--- config.mk ---
export PLATFORM = sky130hd
export DESIGN_NAME = sys_xbus_regfile
export DESIGN_NICKNAME = d
export VERILOG_FILES = /design/src/rtl/sys_xbus_pkg.sv /design/src/rtl/sys_xbus_irq_ctrl.sv /design/src/rtl/sys_xbus_regfile.sv
export SDC_FILE = /design/constraint.sdc
export NUM_CORES = 2
export LEC_CHECK = 0
export CAP_MARGIN = 20
export CORE_AREA = 5 5 594 596
export DETAILED_ROUTE_END_ITERATION = 7
export DIE_AREA = 0 0 599 601
export SLEW_MARGIN = 15
export SYNTH_ARGS = -nofsm -noshare
export SYNTH_HDL_FRONTEND = slang
export SYNTH_SLANG_ARGS = --single-unit
--- constraint.sdc ---
create_clock -name clk -period 4.2 [get_ports clk]
set_input_delay 1.05 -clock clk [delete_from_list [all_inputs] [get_ports clk]]
set_output_delay 1.05 -clock clk [all_outputs]
set_load 0.05 [all_outputs]
--- src/rtl/sys_xbus_pkg.sv ---
// Shared types and address decode helpers for the xbus register file slice.
package sys_xbus_pkg;

  // Word-index container, wide enough for any supported bus address width.
  localparam int unsigned XBUS_IDX_W = 64;

  // Default byte address of word 0 on the xbus map.
  localparam logic [31:0] XBUS_DEFAULT_BASE = 32'h1000_0000;

  typedef logic [XBUS_IDX_W-1:0] xbus_word_t;

  // Region an access falls into after decode.
  typedef enum logic [2:0] {
    RGN_RD     = 3'd0,
    RGN_WR     = 3'd1,
    RGN_IRQ_ST = 3'd2,
    RGN_IRQ_EN = 3'd3,
    RGN_NONE   = 3'd4
  } xbus_rgn_t;

  // Word index of a byte address. The subtraction is truncated to the real
  // bus width first, so an address below the base wraps to a huge index and
  // lands outside every mapped region.
  function automatic xbus_word_t word_index(input xbus_word_t  adr,
                                            input xbus_word_t  base,
                                            input int unsigned aw,
                                            input int unsigned shift);
    xbus_word_t diff;
    xbus_word_t mask;
    diff = adr - base;
    if (aw >= XBUS_IDX_W) mask = '1;
    else                  mask = (xbus_word_t'(1) << aw) - xbus_word_t'(1);
    return (diff & mask) >> shift;
  endfunction

endpackage

--- src/rtl/sys_xbus_irq_ctrl.sv ---
// Interrupt status/enable pair with write-one-to-clear status and a
// registered level interrupt output.
module sys_xbus_irq_ctrl
  import sys_xbus_pkg::*;
#(
  parameter int NUM_IRQ = 8
) (
  input  logic               clk,
  input  logic               rst_n,
  input  logic [NUM_IRQ-1:0] irq_i,
  input  logic [NUM_IRQ-1:0] clr_i,
  input  logic               en_we_i,
  input  logic [NUM_IRQ-1:0] en_wdata_i,
  output logic [NUM_IRQ-1:0] status_o,
  output logic [NUM_IRQ-1:0] enable_o,
  output logic               irq_o
);

  logic [NUM_IRQ-1:0] status_q, status_d;
  logic [NUM_IRQ-1:0] enable_q, enable_d;
  logic               irq_q, irq_d;

  // Next status/enable: a new source pulse wins over a coincident clear.
  always_comb begin
    status_d = (status_q & ~clr_i) | irq_i;
    enable_d = en_we_i ? en_wdata_i : enable_q;
    irq_d    = |(status_q & enable_q);
  end

  // State registers; irq follows status/enable one cycle later.
  always_ff @(posedge clk) begin
    if (!rst_n) begin
      status_q <= '0;
      enable_q <= '0;
      irq_q    <= 1'b0;
    end else begin
      status_q <= status_d;
      enable_q <= enable_d;
      irq_q    <= irq_d;
    end
  end

  assign status_o = status_q;
  assign enable_o = enable_q;
  assign irq_o    = irq_q;

endmodule

--- src/rtl/sys_xbus_regfile.sv ---
// Wishbone-classic register file on the xbus: read-only status words,
// read/write control words with write strobes, and an interrupt block.
//
// state   | meaning
// --------+---------------------------------------------------------------
// ST_IDLE | no access in flight; an asserted cyc/stb is accepted here
// ST_TERM | ack_o or err_o is high for exactly this cycle
module sys_xbus_regfile
  import sys_xbus_pkg::*;
#(
  parameter int NUM_RD       = 16,
  parameter int NUM_WR       = 28,
  parameter int NUM_IRQ      = 8,
  parameter int ADDR_WIDTH   = 32,
  parameter int DATA_WIDTH   = 32,
  parameter int SELECT_WIDTH = DATA_WIDTH / 8,
  parameter logic [ADDR_WIDTH-1:0] BASE_ADDR = ADDR_WIDTH'(XBUS_DEFAULT_BASE),
  parameter int WR_OFFSET    = 64,
  parameter int IRQ_OFFSET   = 128,
  parameter logic [NUM_WR*DATA_WIDTH-1:0] WR_RST_VAL = '0
) (
  input  logic                         clk,
  input  logic                         rst_n,
  input  logic [ADDR_WIDTH-1:0]        adr_i,
  input  logic [DATA_WIDTH-1:0]        dat_i,
  input  logic                         we_i,
  input  logic [SELECT_WIDTH-1:0]      sel_i,
  input  logic                         stb_i,
  input  logic                         cyc_i,
  output logic [DATA_WIDTH-1:0]        dat_o,
  output logic                         ack_o,
  output logic                         err_o,
  output logic [NUM_WR*DATA_WIDTH-1:0] o_wr_regs,
  output logic [NUM_WR-1:0]            o_wr_stb,
  input  logic [NUM_RD*DATA_WIDTH-1:0] i_rd_regs,
  input  logic [NUM_IRQ-1:0]           i_irq,
  output logic                         o_irq
);

  localparam int unsigned SHIFT = $clog2(SELECT_WIDTH);

  typedef enum logic {
    ST_IDLE = 1'b0,
    ST_TERM = 1'b1
  } bus_state_t;

  bus_state_t                  state_q, state_d;
  logic                        ack_q, ack_d;
  logic                        err_q, err_d;
  logic [DATA_WIDTH-1:0]       dat_q, dat_d;
  logic [NUM_WR-1:0]           wr_stb_q, wr_stb_d;
  logic [NUM_WR*DATA_WIDTH-1:0] wr_regs_q, wr_regs_d;

  xbus_word_t                  widx;
  xbus_rgn_t                   rgn;
  logic [NUM_WR-1:0]           wr_hit;
  logic [DATA_WIDTH-1:0]       be_mask;
  logic [DATA_WIDTH-1:0]       rd_data;
  logic                        accept;

  logic [NUM_IRQ-1:0]          irq_status;
  logic [NUM_IRQ-1:0]          irq_enable;
  logic [NUM_IRQ-1:0]          irq_clr;
  logic                        irq_en_we;
  logic [NUM_IRQ-1:0]          irq_en_wdata;

  assign widx = word_index(XBUS_IDX_W'(adr_i), XBUS_IDX_W'(BASE_ADDR),
                           ADDR_WIDTH, SHIFT);

  // Region decode plus one-hot hit vector over the control bank.
  always_comb begin
    rgn    = RGN_NONE;
    wr_hit = '0;
    if (widx < xbus_word_t'(NUM_RD)) begin
      rgn = RGN_RD;
    end else if (widx >= xbus_word_t'(WR_OFFSET) &&
                 widx <  xbus_word_t'(WR_OFFSET + NUM_WR)) begin
      rgn = RGN_WR;
    end else if (widx == xbus_word_t'(IRQ_OFFSET)) begin
      rgn = RGN_IRQ_ST;
    end else if (widx == xbus_word_t'(IRQ_OFFSET + 1)) begin
      rgn = RGN_IRQ_EN;
    end
    for (int k = 0; k < NUM_WR; k++) begin
      wr_hit[k] = (widx == xbus_word_t'(WR_OFFSET + k));
    end
  end

  // Expand byte selects into a bit mask for partial writes.
  always_comb begin
    be_mask = '0;
    for (int b = 0; b < SELECT_WIDTH; b++) begin
      be_mask[b*8 +: 8] = {8{sel_i[b]}};
    end
  end

  // Read mux; always returns the full word regardless of byte selects.
  always_comb begin
    rd_data = '0;
    case (rgn)
      RGN_RD: begin
        for (int k = 0; k < NUM_RD; k++) begin
          if (widx == xbus_word_t'(k)) rd_data = i_rd_regs[k*DATA_WIDTH +: DATA_WIDTH];
        end
      end
      RGN_WR: begin
        for (int k = 0; k < NUM_WR; k++) begin
          if (wr_hit[k]) rd_data = wr_regs_q[k*DATA_WIDTH +: DATA_WIDTH];
        end
      end
      RGN_IRQ_ST: rd_data[NUM_IRQ-1:0] = irq_status;
      RGN_IRQ_EN: rd_data[NUM_IRQ-1:0] = irq_enable;
      default:    rd_data = '0;
    endcase
  end

  // Byte-lane merge for the enable register, applied only when en_we fires.
  assign irq_en_wdata = (irq_enable & ~be_mask[NUM_IRQ-1:0]) |
                        (dat_i[NUM_IRQ-1:0] & be_mask[NUM_IRQ-1:0]);

  // Terminations are registered, so ack/err never go high two cycles running.
  assign accept = cyc_i & stb_i & ~ack_q & ~err_q & (state_q == ST_IDLE);

  // Bus FSM next state, termination, read capture and write side effects.
  always_comb begin
    state_d   = state_q;
    ack_d     = 1'b0;
    err_d     = 1'b0;
    dat_d     = dat_q;
    wr_stb_d  = '0;
    wr_regs_d = wr_regs_q;
    irq_clr   = '0;
    irq_en_we = 1'b0;
    case (state_q)
      ST_IDLE: begin
        if (accept) begin
          state_d = ST_TERM;
          if (rgn == RGN_NONE) begin
            err_d = 1'b1;
            dat_d = '0;
          end else begin
            ack_d = 1'b1;
            dat_d = rd_data;
            if (we_i) begin
              case (rgn)
                RGN_WR: begin
                  if (|sel_i) begin
                    for (int k = 0; k < NUM_WR; k++) begin
                      if (wr_hit[k]) begin
                        wr_regs_d[k*DATA_WIDTH +: DATA_WIDTH] =
                          (wr_regs_q[k*DATA_WIDTH +: DATA_WIDTH] & ~be_mask) |
                          (dat_i & be_mask);
                        wr_stb_d[k] = 1'b1;
                      end
                    end
                  end
                end
                RGN_IRQ_ST: irq_clr   = dat_i[NUM_IRQ-1:0] & be_mask[NUM_IRQ-1:0];
                RGN_IRQ_EN: irq_en_we = 1'b1;
                default:    ;
              endcase
            end
          end
        end
      end
      ST_TERM: state_d = ST_IDLE;
      default: state_d = ST_IDLE;
    endcase
  end

  // Bus state and control bank; reset drops any access in flight.
  always_ff @(posedge clk) begin
    if (!rst_n) begin
      state_q   <= ST_IDLE;
      ack_q     <= 1'b0;
      err_q     <= 1'b0;
      dat_q     <= '0;
      wr_stb_q  <= '0;
      wr_regs_q <= WR_RST_VAL;
    end else begin
      state_q   <= state_d;
      ack_q     <= ack_d;
      err_q     <= err_d;
      dat_q     <= dat_d;
      wr_stb_q  <= wr_stb_d;
      wr_regs_q <= wr_regs_d;
    end
  end

  sys_xbus_irq_ctrl #(
    .NUM_IRQ(NUM_IRQ)
  ) u_irq_ctrl (
    .clk       (clk),
    .rst_n     (rst_n),
    .irq_i     (i_irq),
    .clr_i     (irq_clr),
    .en_we_i   (irq_en_we),
    .en_wdata_i(irq_en_wdata),
    .status_o  (irq_status),
    .enable_o  (irq_enable),
    .irq_o     (o_irq)
  );

  assign dat_o     = dat_q;
  assign ack_o     = ack_q;
  assign err_o     = err_q;
  assign o_wr_stb  = wr_stb_q;
  assign o_wr_regs = wr_regs_q;

endmodule

==> summary.md <==
| Metric | Value |
|---|---|
| Outcome | `complete, but fails checks` |
| Failing checks | `negative setup slack` |
| Initial Util | `13.7%` |
| Clk root buf | `clkbuf_16` |
| Die Area | `360000 µm²` |
| Kind of critical path | `in -> reg` |
| Die X-Extent | `599 µm` |
| Data arrival, critical path | `5.08 ns` |
| Design Area, Final | `83000 µm²` |
| Gpl congestion | `1.04` |
| CP top delay family | `buffers and inverters` |
| Die Y | `601 µm` |
| Vias | `68085` |
| Non-Filler Instances | `13350` |
| Final count of hold timing violations | `0` |
| Syn nets | `6753` |
| Drt wl/cell | `45.9 µm` |
| CTS tree | `yes` |
| Crit Path Max Fanout | `5` |
| CTS H-Tree Depth | `3` |
| Mapped Cells | `6160` |
| Reg-to-reg slack, setup | `0.95 ns` |
| Global-route wire length before repair | `749000 µm` |
| CP endpoint | `dat_o[14]` |
| Critical path depth | `16` |
| Num Clock Sinks | `976` |
| Hold Path Class | `reg -> reg` |
| Inserted Clock Buffers | `110` |
| Pwr Density | `271 nW/µm²` |
| Residual DRC | `0` |
| Clk buf depth | `3` |
| I/O Pins | `1552` |
| Relative slew slack | `13.0%` |
| Tmin final | `4.39 ns` |
| Max_cap viols | `0` |
| First drt pass iteration count | `7` |
| Routed vias/inst | `5.10` |
| CP cell instances | `clkdlybuf4s50_1, nor4_4, buf_4, nand4_1, buf_12, or2_1, buf_4, nor2_1, buf_4, buf_4, a21oi_1, o221ai_1, buf_4, o21ai_0, buf_4, nand3_1` |
| Distinct cells, synth | `100` |
| Area Growth Syn to Fin | `74.1%` |
| WL final | `613000 µm` |
| Layout cells sized above 1 | `21.1%` |
| Leakage power | `29.4 nW` |
| Overall Global Routing Usage | `32.2%` |
| Most common cell after layout, fill and taps aside | `clkdlybuf4s50_1` |
| Routed Antenna Nets | `0` |
| DRT iter0 DRCs | `10703` |
| Initial antenna violation count | `131` |
| Seq cells post-synth | `976` |
| Fin Clk Skew | `0.0445 ns` |
| Final WS setup | `-0.186 ns` |
| Largest net degree at the start of global routing | `179` |
| # setup viols final | `11` |
| Worst-Skew Late Latency | `0.78 ns` |
| Fin Hold WS | `0.470 ns` |
| Slew Viols, Final | `0` |
| CP Launch Point | `adr_i[13]` |
| Asr flop ratio synth | `0%` |
| Top_reg_cell synth | `dfxtp_1` |
| Achievable Freq | `228 MHz` |
| Seq/Total Area, Yosys | `41.0%` |
| Setup TNS | `-0.552 ns` |
| Vias in the first global route | `62172` |
| Reg-to-reg startpoint | `err_o` |
| Avg Cell Area, Syn | `7.74 µm²` |
| CP max-delay cell | `o221ai_1` |
| Row count | `217` |
| Setup crit end kind | `flip-flop` |
| Hpwl dp | `521000 µm` |
| Core Area | `348000 µm²` |
| Peak VDD IR | `0.334 mV` |
| Core Util, Final | `23.9%` |
| Placed Cells | `13080` |
| Commonest non-fill, non-tap cells in the layout | `1478 x clkdlybuf4s50_1, 1272 x nand2_1, 1216 x buf_4, 976 x dfxtp_1, 941 x a21oi_1` |
| Placed Area | `78700 µm²` |
| Number of port buffers | `1549` |
| Slew @ Worst Pin | `1.31 ns` |
| Worst stage delay on the critical path | `0.53 ns` |
| WHS Path Cells | `2` |
| Clock edge transition at the registers on the reported setup and hold paths | `0.06 ns` |
| Mapped Area | `47700 µm²` |
| Final Cycle Share | `104%` |
| Most used cell, CP | `buf_4` |
| Synth warn | `0` |
| NumNets Final | `9195` |
| CP startpoint kind | `input port` |
| Reg2reg path depth | `10` |
| WP data required | `4.89 ns` |
| Gr ovfl total | `0` |
| Buffer and inverter count on the worst path | `8` |
| EDFF count, synth | `0` |
-- cells by family after synthesis --
family                 Yosys count  share of synthesized area, %
buffers and inverters          580                          5.69
DFF                            976                          41.0
AOI/OAI and AO/OA             1859                          24.5
and+or+nand+nor               2550                          24.3
muxes                          195                          4.49
-- tightest hold or removal path, delay by kind of cell, from the launching register on --
kind | cells | cell delay [ns]
flops | 1 | 0.32
compound gates | 1 | 0.05
simple gates | 1 | 0.06
-- metal layers --
| metal | track usage, % | routed length (µm) | vias to the layer above |
|---|---|---|---|
| li1 | - | - | 27387 |
| met1 | 34.8 | 209000 | 33764 |
| met2 | 51.0 | 272000 | 5469 |
| met3 | 13.9 | 79900 | 1433 |
| met4 | 21.7 | 51700 | 32 |
| met5 | 0 | 217 | - |
-- stage by stage --
| stage | power, mW | setup WS [ns] |
|---|---|---|
| after global routing | 22.8 | -0.0310 |
| after global placement | 11.8 | -1.27 |
| final | 22.5 | -0.186 |
| after CTS | 22.5 | 0.00849 |
| after detailed placement | 11.8 | -1.24 |
| after floorplan | 10.0 | 0.878 |
-- Yosys cell counts, types with 56 or more instances --
| library cell | number | share of area [%] |
|---|---|---|
| nand2_1 | 1279 | 10 |
| dfxtp_1 | 976 | 41 |
| a21oi_1 | 945 | 9.9 |
| nand3_1 | 622 | 6.5 |
| nor2_1 | 358 | 2.8 |
| clkbuf_1 | 292 | 2.3 |
| buf_2 | 183 | 1.9 |
| o21ai_0 | 183 | 1.9 |
| mux2i_1 | 161 | 3.4 |
| a22oi_1 | 122 | 1.9 |
| a221oi_1 | 91 | 1.7 |
| o22ai_1 | 68 | 0.89 |
| nor3_1 | 60 | 0.63 |
| a222oi_1 | 58 | 1.2 |
| o221ai_1 | 56 | 1.0 |
-- repair_timing --
item	4_1_cts	5_1_grt
gates cloned	0	0
endpoints found under the hold margin	0	0
buffers inserted	8	0
endpoints found under the setup margin	22	47
hold buffers	0	0
resized for setup	10	28
pin swaps	3	4
-- power by group --
| part | switching [mW] | leakage [nW] | internal, mW |
|---|---|---|---|
| clock network | 4.68 | 1.93 | 6.16 |
| registers | 0.00878 | 7.86 | 9.26 |
| logic | 1.51 | 19.6 | 0.883 |
| total | 6.19 | 29.4 | 16.3 |
-- cell type report --
cell class,count,area [µm²]
multi-input cells,4604,26100
fillers,38289,264000
clock inverters,47,649
diodes,61,153
inverters,12,52.6
well taps,4599,5750
repair buffers,2898,27500
flip-flops and latches,976,19500
clock buffers,153,3260
-- worst min path at each step --
stage	from	endpoint	slack, ns
after detailed placement	flip-flop	flip-flop	0.46
after global routing	flip-flop	flip-flop	0.49
after CTS	flip-flop	flip-flop	0.47
after global placement	flip-flop	flip-flop	0.46
after floorplan	u_irq_ctrl.status_o[0]	u_irq_ctrl.status_o[0]	0.47
final	flip-flop	flip-flop	0.47
Note: power is estimated with default switching activity, not from simulation.
